<file path="config.mk">
export PLATFORM = sky130hd
export DESIGN_NAME = booth_1_mult
export DESIGN_NICKNAME = d
export VERILOG_FILES = /design/src/rtl/booth_pkg.sv /design/src/rtl/booth_step.sv /design/src/rtl/booth_1_mult.sv
export SDC_FILE = /design/constraint.sdc
export NUM_CORES = 1
export LEC_CHECK = 0
export ABC_AREA = 1
export CORE_MARGIN = 1.5
export CORE_UTILIZATION = 64
export CTS_BUF_LIST = sky130_fd_sc_hd__clkbuf_4 sky130_fd_sc_hd__clkbuf_8
export CTS_CLUSTER_SIZE = 30
export DETAILED_ROUTE_END_ITERATION = 7
export HOLD_SLACK_MARGIN = 0.02
export PLACE_DENSITY_LB_ADDON = 0.12
export SLEW_MARGIN = 20
export SYNTH_ARGS = -nofsm -noshare
export SYNTH_HDL_FRONTEND = slang
export SYNTH_HIERARCHICAL = 1
export SYNTH_SLANG_ARGS = --single-unit
</file>
<file path="constraint.sdc">
create_clock -name clk -period 11.6 [get_ports clk]
set_input_delay 2.32 -clock clk [delete_from_list [all_inputs] [get_ports clk]]
set_output_delay 2.32 -clock clk [all_outputs]
set_load 0.1 [all_outputs]
</file>
<file path="src/rtl/booth_pkg.sv">
// booth_pkg: shared widths, state encoding and counter sizing for the radix-2 Booth multiplier
package booth_pkg;
    localparam int DEF_WIDTH = 32;
    localparam int STEPS = DEF_WIDTH;
    typedef enum logic [1:0] {IDLE, RUN, DONE} state_t;
    function automatic int cnt_width(input int w);
        return $clog2(w + 1);
    endfunction
    localparam int CNT_W = cnt_width(DEF_WIDTH);
endpackage

</file>
<file path="src/rtl/booth_step.sv">
// booth_step: one radix-2 Booth recode, add/subtract and arithmetic right shift of {acc, q, q1}
module booth_step
    import booth_pkg::*;
#(
    parameter int WIDTH = DEF_WIDTH
) (
    input  logic [WIDTH:0]   acc,
    input  logic [WIDTH-1:0] q,
    input  logic             q1,
    input  logic [WIDTH:0]   m,
    output logic [WIDTH:0]   acc_n,
    output logic [WIDTH-1:0] q_n,
    output logic             q1_n
);
    logic [WIDTH:0] sum;
    always_comb begin
        sum = (q[0] & ~q1) ? acc - m : (~q[0] & q1) ? acc + m : acc;
        acc_n = {sum[WIDTH], sum[WIDTH:1]};
        q_n = {sum[0], q[WIDTH-1:1]};
        q1_n = q[0];
    end
endmodule

</file>
<file path="src/rtl/booth_1_mult.sv">
// booth_1_mult: sequential radix-2 Booth multiplier, WIDTH steps then one output-register edge
module booth_1_mult
    import booth_pkg::*;
#(
    parameter int WIDTH = DEF_WIDTH
) (
    input  logic               clk,
    input  logic               rst,
    input  logic               en,
    input  logic               load,
    input  logic [WIDTH-1:0]   A,
    input  logic [WIDTH-1:0]   B,
    output logic [2*WIDTH-1:0] OUT
);
    localparam int CW = cnt_width(WIDTH);
    state_t state, state_n;
    logic [CW-1:0] cnt;
    logic [WIDTH:0] acc, m, acc_n;
    logic [WIDTH-1:0] q, q_n;
    logic q1, q1_n;
    booth_step #(.WIDTH(WIDTH)) u_step (
        .acc(acc), .q(q), .q1(q1), .m(m),
        .acc_n(acc_n), .q_n(q_n), .q1_n(q1_n)
    );
    always_comb begin
        state_n = state;
        if (en)
            state_n = load ? RUN : (state == RUN && cnt == CW'(WIDTH - 1)) ? DONE : state;
    end
    always_ff @(posedge clk or posedge rst) begin
        if (rst) begin
            state <= IDLE;
            cnt <= '0;
            acc <= '0;
            m <= '0;
            q <= '0;
            q1 <= 1'b0;
            OUT <= '0;
        end else begin
            state <= state_n;
            if (en) begin
                if (load) begin
                    // ACC is one bit wider so -M of the most negative A cannot overflow
                    m <= {A[WIDTH-1], A};
                    q <= B;
                    acc <= '0;
                    q1 <= 1'b0;
                    cnt <= '0;
                end else if (state == RUN) begin
                    acc <= acc_n;
                    q <= q_n;
                    q1 <= q1_n;
                    cnt <= cnt + 1'b1;
                end else if (state == DONE) begin
                    OUT <= {acc[WIDTH-1:0], q};
                end
            end
        end
    end
endmodule

</file>
==> results of run 1 <==
[logic make-up after synthesis]
logic type / count (synthesis)
DFF: 170
and+or+nand+nor: 1021
xor gates and xnor gates: 12
buffers and inverters: 414
adders and majority gates: 67
AOI/OAI and AO/OA: 254
[report_power, final]
part | total, W | switching, W | internal, W
clock | 0.000428 | 0.000262 | 0.000167
combinational | 0.00170 | 0.00121 | 0.000499
sequential | 0.000810 | 0.000120 | 0.000690
total | 0.00294 | 0.00159 | 0.00136
[routing by layer]
metal,GRT usage (%),share of wire [%],vias to the layer above
met1,55.7,42,6073
met3,7.35,10,57
met4,11.5,2.5,0
met2,61.2,45,755
met5,0,0,-
li1,-,-,6124
[worst paths after layout]
check | end
setup / recovery | cnt[4]
hold / removal | OUT[63]
setup reg to reg | acc[21]
hold reg to reg | OUT[63]
max in group asynchronous | q[7]
min in group asynchronous | OUT[40]
[critical path: cells and delay by family]
family                 cells  cell delay [ns]
AOI/OAI and AO/OA          1             0.15
buffers and inverters      4             1.87
and+or+nand+nor            3             0.66
[area by class of cell]
| type | count | area [sq um] | share of cell area [%] |
|---|---|---|---|
| tap | 265 | 332 | 2.34 |
| multi-input combinational | 1354 | 6650 | 47.0 |
| timing repair buffer | 141 | 1410 | 9.94 |
| inverter | 298 | 1120 | 7.94 |
| clock inverter | 13 | 121 | 0.858 |
| clock buffer | 19 | 255 | 1.80 |
| sequential | 170 | 4250 | 30.1 |
[layout by cell type, fill, tap and decap left out, drive strengths merged]
master,instances
o211ai,5
clkdlybuf4s50,131
nand3b,3
clkinvlp,2
clkinv,2
or2,1
buf,10
dfrtp,170
o21ai,131
clkbuf,19
nor3,12
inv,307
a21oi,68
a31oi,32
nand2,656
nand3,159
o22ai,1
nor4,3
and2,3
and3,2
o311ai,2
ha,65
o21bai,15
fa,2
xnor2,1
xor2,11
nor2,161
nand4,21
[registers in the layout, summed over array words and instances (netlist names)]
register	count
cnt	6
acc	33
q	32
state	2
m	32
q1	1
OUT	64
[stage by stage]
stage          cell area (sq um)  hold slack, ns  utilization (%)  setup slack (ns)
2_1_floorplan              12800           0.474                -              4.68
3_3_place_gp               13700           0.471             70.4              6.58
3_5_place_dp               13700           0.478             70.4              6.43
4_1_cts                    14100           0.500             72.3              6.93
5_1_grt                    14100           0.529             72.4              6.65
6_report                   14100           0.498             72.4              6.87
==> impl_metrics.py, run 1 <==
metrics = {
    "clock_tree": {
        "cts_resized": 0,
        "numCtsBuffers": 17,
        "clockRootBuffer": "clkbuf_8",
        "hold_buffers": 0,
        "worst_skew_pair.late_latency_ns": 0.49,
        "cts_sinks": 170,
        "path_clk_slew_ns": 0.09,
        "cts_buffer_depth": 2,
        "cts_htree_levels": 4,
        "cts_setup_buffers": 0,
        "cts_tree": "yes",
    },
    "worst_setup_path": {
        "critPathMaxFanout": 105,
        "r2r_setup_slack_ns": 8.85,
        "crit_slowest_cell": "buf_4",
        "critical_path.most_common_cell": "buf_4",
        "rr_startpoint": "acc[0]",
        "crit_chain": "clkdlybuf4s50_1 > buf_4 > nand2_2 > buf_4 > nand2_4 > buf_4 > nand4_1 > o21ai_0",
        "cp-start-kind": "input port",
        "critical_path_class": "in -> reg",
        "reg2reg_depth": 17,
        "startpoint": "load",
        "critical-path-max-stage-delay_ns": 0.77,
        "crit_path_end_kind": "register",
        "critical_path_arrival_ns": 5.11,
        "cp.required_ns": 11.98,
    },
    "sta": {
        "clock_skew_ns": 0.0224,
        "period_needed_ns": 4.73,
        "slew_headroom_pct": 30.6,
        "slew_viol_final": 0,
        "period_share_pct": 40.8,
        "fin_tns_setup_ns": 0,
        "finalHoldViolCount": 0,
        "rsz0062_at_grt": "no",
        "setup_viol": 0,
        "fmax_ghz": 0.211,
        "tightest_slew_ns": 1.04,
    },
    "outcome": {
        "outcome": "finished, final reports clean",
    },
    "placement": {
        "routabilityCongestion": 0.995,
        "dp_hpwl_microns": 29500,
        "port_buffers": 131,
        "placedCellCount": 2227,
    },
    "logic_synthesis": {
        "synth.most_common_cell": "nand2_1",
        "syn_area_sq_um": 12800,
        "synth-seq-cells": 170,
        "synthCells": 1938,
        "synth-main-ff-cell": "dfrtp_1",
        "synth_edf_count": 0,
        "synth_compound_area_share_pct": 11.0,
        "ys_seq_area_share_pct": 33.3,
        "yosysTopAreaCellShare_pct": 33.3,
        "syn_avg_cell_area_sq_um": 6.58,
        "syn_nets": 2073,
        "yosys-mux-area-fraction_pct": 0,
        "yosys.area_share.simple_pct": 33.5,
        "synthTopCellsByCount": "636 x nand2_1, 287 x inv_1, 170 x dfrtp_1",
        "synth_top_family_by_area": "simple AND/OR/NAND/NOR gates",
        "yosysWarnings": 6,
        "synthArstFlopShare_pct": 100,
        "synthTopCellsByArea": "dfrtp_1 33%, nand2_1 19%, inv_1 8.4%",
        "synthAdderAreaFrac_pct": 6.69,
        "yosysTopAreaCell": "dfrtp_1",
        "ys_types": 40,
        "synth_xor_area_share_pct": 0.824,
    },
    "pwr": {
        "p_leak_nw": 7.50,
        "cellPowerDensity_nw_per_um2": 208,
        "vdd_ir_drop_max_uv": 121,
        "finalPower_w": 0.00294,
    },
    "floorplan": {
        "dieWidth_microns": 144,
        "io_pins": 132,
        "rows": 51,
        "die_area_sq_um": 20800,
        "start_util_pct": 65.4,
        "die_h_microns": 144,
        "design.core.area_sq_um": 19500,
    },
    "route": {
        "dr.pass1.iters": 7,
        "drtAntennaViolNets": 0,
        "post-route-drc-count": 0,
        "routed_wl_microns": 40600,
        "wire_per_inst_microns": 18.0,
        "via_count": 13000,
        "vias_per_cell": 5.76,
        "drt_iter0_drc": 1540,
    },
    "finish": {
        "area_growth_pct": 10.8,
        "final_cells": 2260,
        "layout-drive-gt1-share_pct": 5.26,
        "diodes": 0,
        "nets": 2117,
        "nFillCells": 1526,
    },
    "global_route": {
        "grt_pass1_wl_microns": 62000,
        "grt_max_degree": 106,
        "grt-ovfl-total": 0,
        "antenna_found_initial": 0,
        "grt_pass1_vias": 11700,
        "grt_usage_pct": 39.2,
    },
    "min_path": {
        "min_path_type": "reg -> reg",
        "worstHoldPathCells": 2,
        "hp-start": "OUT[63]",
    },
    "flow_run": {
        "drv_cap": 0,
    },
}
No activity file was read; power rests on OpenSTA's default activity.
==> run 2, diff against run 1 <==
--- a/config.mk
+++ b/config.mk
@@ -7,7 +7,7 @@
 export LEC_CHECK = 0
 export ABC_AREA = 1
 export CORE_MARGIN = 1.5
-export CORE_UTILIZATION = 64
+export CORE_UTILIZATION = 60
 export CTS_BUF_LIST = sky130_fd_sc_hd__clkbuf_4 sky130_fd_sc_hd__clkbuf_8
 export CTS_CLUSTER_SIZE = 30
 export DETAILED_ROUTE_END_ITERATION = 7
==> constraint.sdc (replaced) <==
create_clock -name clk -period 4.88 [get_ports clk]
set_input_delay 0.976 -clock clk [delete_from_list [all_inputs] [get_ports clk]]
set_output_delay 0.976 -clock clk [all_outputs]
set_load 0.1 [all_outputs]
==> impl_metrics.py, run 2 (synthesis results as in run 1) <==
metrics = {
    "outcome": {
        "outcome": "finished, final reports clean",
    },
    "worst_setup_path": {
        "cp-start-kind": "input port",
        "critical_path_class": "in -> reg",
        "critPathMaxFanout": 110,
        "crit_path_end_kind": "register",
        "critical_path_arrival_ns": 3.42,
        "cp.required_ns": 5.25,
    },
    "placement": {
        "placedCellCount": 2241,
        "port_buffers": 131,
        "dp_hpwl_microns": 29000,
        "routabilityCongestion": 0.995,
    },
    "route": {
        "routed_wl_microns": 37400,
        "vias_per_cell": 5.50,
        "drt_iter0_drc": 1056,
        "drtAntennaViolNets": 0,
        "dr.pass1.iters": 5,
        "post-route-drc-count": 0,
        "wire_per_inst_microns": 16.4,
        "via_count": 12500,
    },
    "clock_tree": {
        "cts_buffer_depth": 2,
        "numCtsBuffers": 17,
        "cts_tree": "yes",
        "hold_buffers": 0,
        "clockRootBuffer": "clkbuf_8",
        "cts_resized": 0,
        "cts_htree_levels": 4,
        "cts_setup_buffers": 0,
        "cts_sinks": 170,
        "path_clk_slew_ns": 0.10,
        "worst_skew_pair.late_latency_ns": 0.47,
    },
    "sta": {
        "fin_tns_setup_ns": 0,
        "tightest_slew_ns": 1.06,
        "slew_viol_final": 0,
        "period_share_pct": 62.5,
        "rsz0062_at_grt": "no",
        "hold_ws_ns": 0.497,
        "clock_skew_ns": 0.0208,
        "slew_headroom_pct": 29.3,
        "period_needed_ns": 3.05,
        "setup_viol": 0,
        "finalHoldViolCount": 0,
        "fmax_ghz": 0.328,
    },
    "floorplan": {
        "start_util_pct": 60.9,
        "design.core.area_sq_um": 21000,
        "die_h_microns": 149,
        "die_area_sq_um": 22200,
        "io_pins": 132,
        "rows": 53,
        "dieWidth_microns": 149,
    },
    "pwr": {
        "cellPowerDensity_nw_per_um2": 488,
        "vdd_ir_drop_max_uv": 227,
        "p_leak_nw": 7.51,
    },
    "global_route": {
        "grt_pass1_wl_microns": 59400,
        "grt_max_degree": 111,
        "grt-ovfl-total": 0,
        "antenna_found_initial": 0,
        "grt_usage_pct": 34.7,
        "grt_pass1_vias": 11600,
    },
    "finish": {
        "diodes": 0,
        "regMostFlops": "OUT",
        "layout_common_cells": "636 x nand2_1, 286 x inv_1, 170 x dfrtp_1",
        "nets": 2120,
        "final_core_utilization_pct": 67.7,
        "largest_register_ffs": 64,
        "top_regs": "OUT x64, acc x33",
        "area_growth_pct": 11.1,
        "final_common_cell": "nand2_1",
        "final_cells": 2273,
        "layout-drive-gt1-share_pct": 5.36,
    },
    "min_path": {
        "min_path_type": "reg -> reg",
    },
    "flow_run": {
        "drv_cap": 0,
    },
}
run 2: cell count changes in the layout (fill, tap and decap cells not counted), sizes merged:
cell	delta
clkinv	+3
clkinvlp	+1
buf	+3
clkbuf	-1
inv	-3
run 2: path summary, 6_finish.rpt:
path	slack [ns]	to	start	cells after the start
max in group asynchronous	2.96	OUT[62]	rst	3
min in group asynchronous	0.97	OUT[23]	rst	2
max	1.83	OUT[31]	load	7
min reg2reg	0.50	OUT[2]	OUT[2]	2
min	0.50	OUT[2]	OUT[2]	2
max reg2reg	2.03	acc[31]	acc[0]	17
run 2: power by group:
part / switching, W / internal (W) / leakage, nW
sequential: 0.000276 / 0.00164 / 2.18
clock: 0.000584 / 0.000396 / 0.194
combinational: 0.00285 / 0.00118 / 5.13
run 2: per-layer routing:
layer | share of wire (%) | global-route usage (%) | vias up
li1 | - | - | 6107
met1 | 46 | 50.6 | 5859
met2 | 44 | 53.5 | 488
met3 | 8.8 | 6.02 | 40
met4 | 1.6 | 8.71 | 0
met5 | 0 | 0 | -
run 2: critical path: stages:
cell and delay (ns):
clkdlybuf4s50_1 0.78, buf_4 0.35, inv_2 0.06, nand4_1 0.10
buf_4 0.79, nand2_1 0.13, o21ai_1 0.14
run 2: layout make-up:
cell class,instances,area (sq um)
well taps,275,344
clock inverters,14,145
flip-flops and latches,170,4250
fillers,1926,6780
repair buffers,144,1420
clock buffers,18,248
inverters,298,1120
multi-input cells,1354,6650
run 2: metrics by stage:
| step | worst slack, ns | power (W) | area (sq um) |
|---|---|---|---|
| 5_1_grt | 1.66 | 0.00743 | 14200 |
| 2_1_floorplan | 1.74 | 0.00492 | 12800 |
| 3_5_place_dp | 1.41 | 0.00586 | 13800 |
| 3_3_place_gp | 1.55 | 0.00580 | 13800 |
| 6_report | 1.83 | 0.00693 | 14200 |
| 4_1_cts | 1.86 | 0.00685 | 14200 |
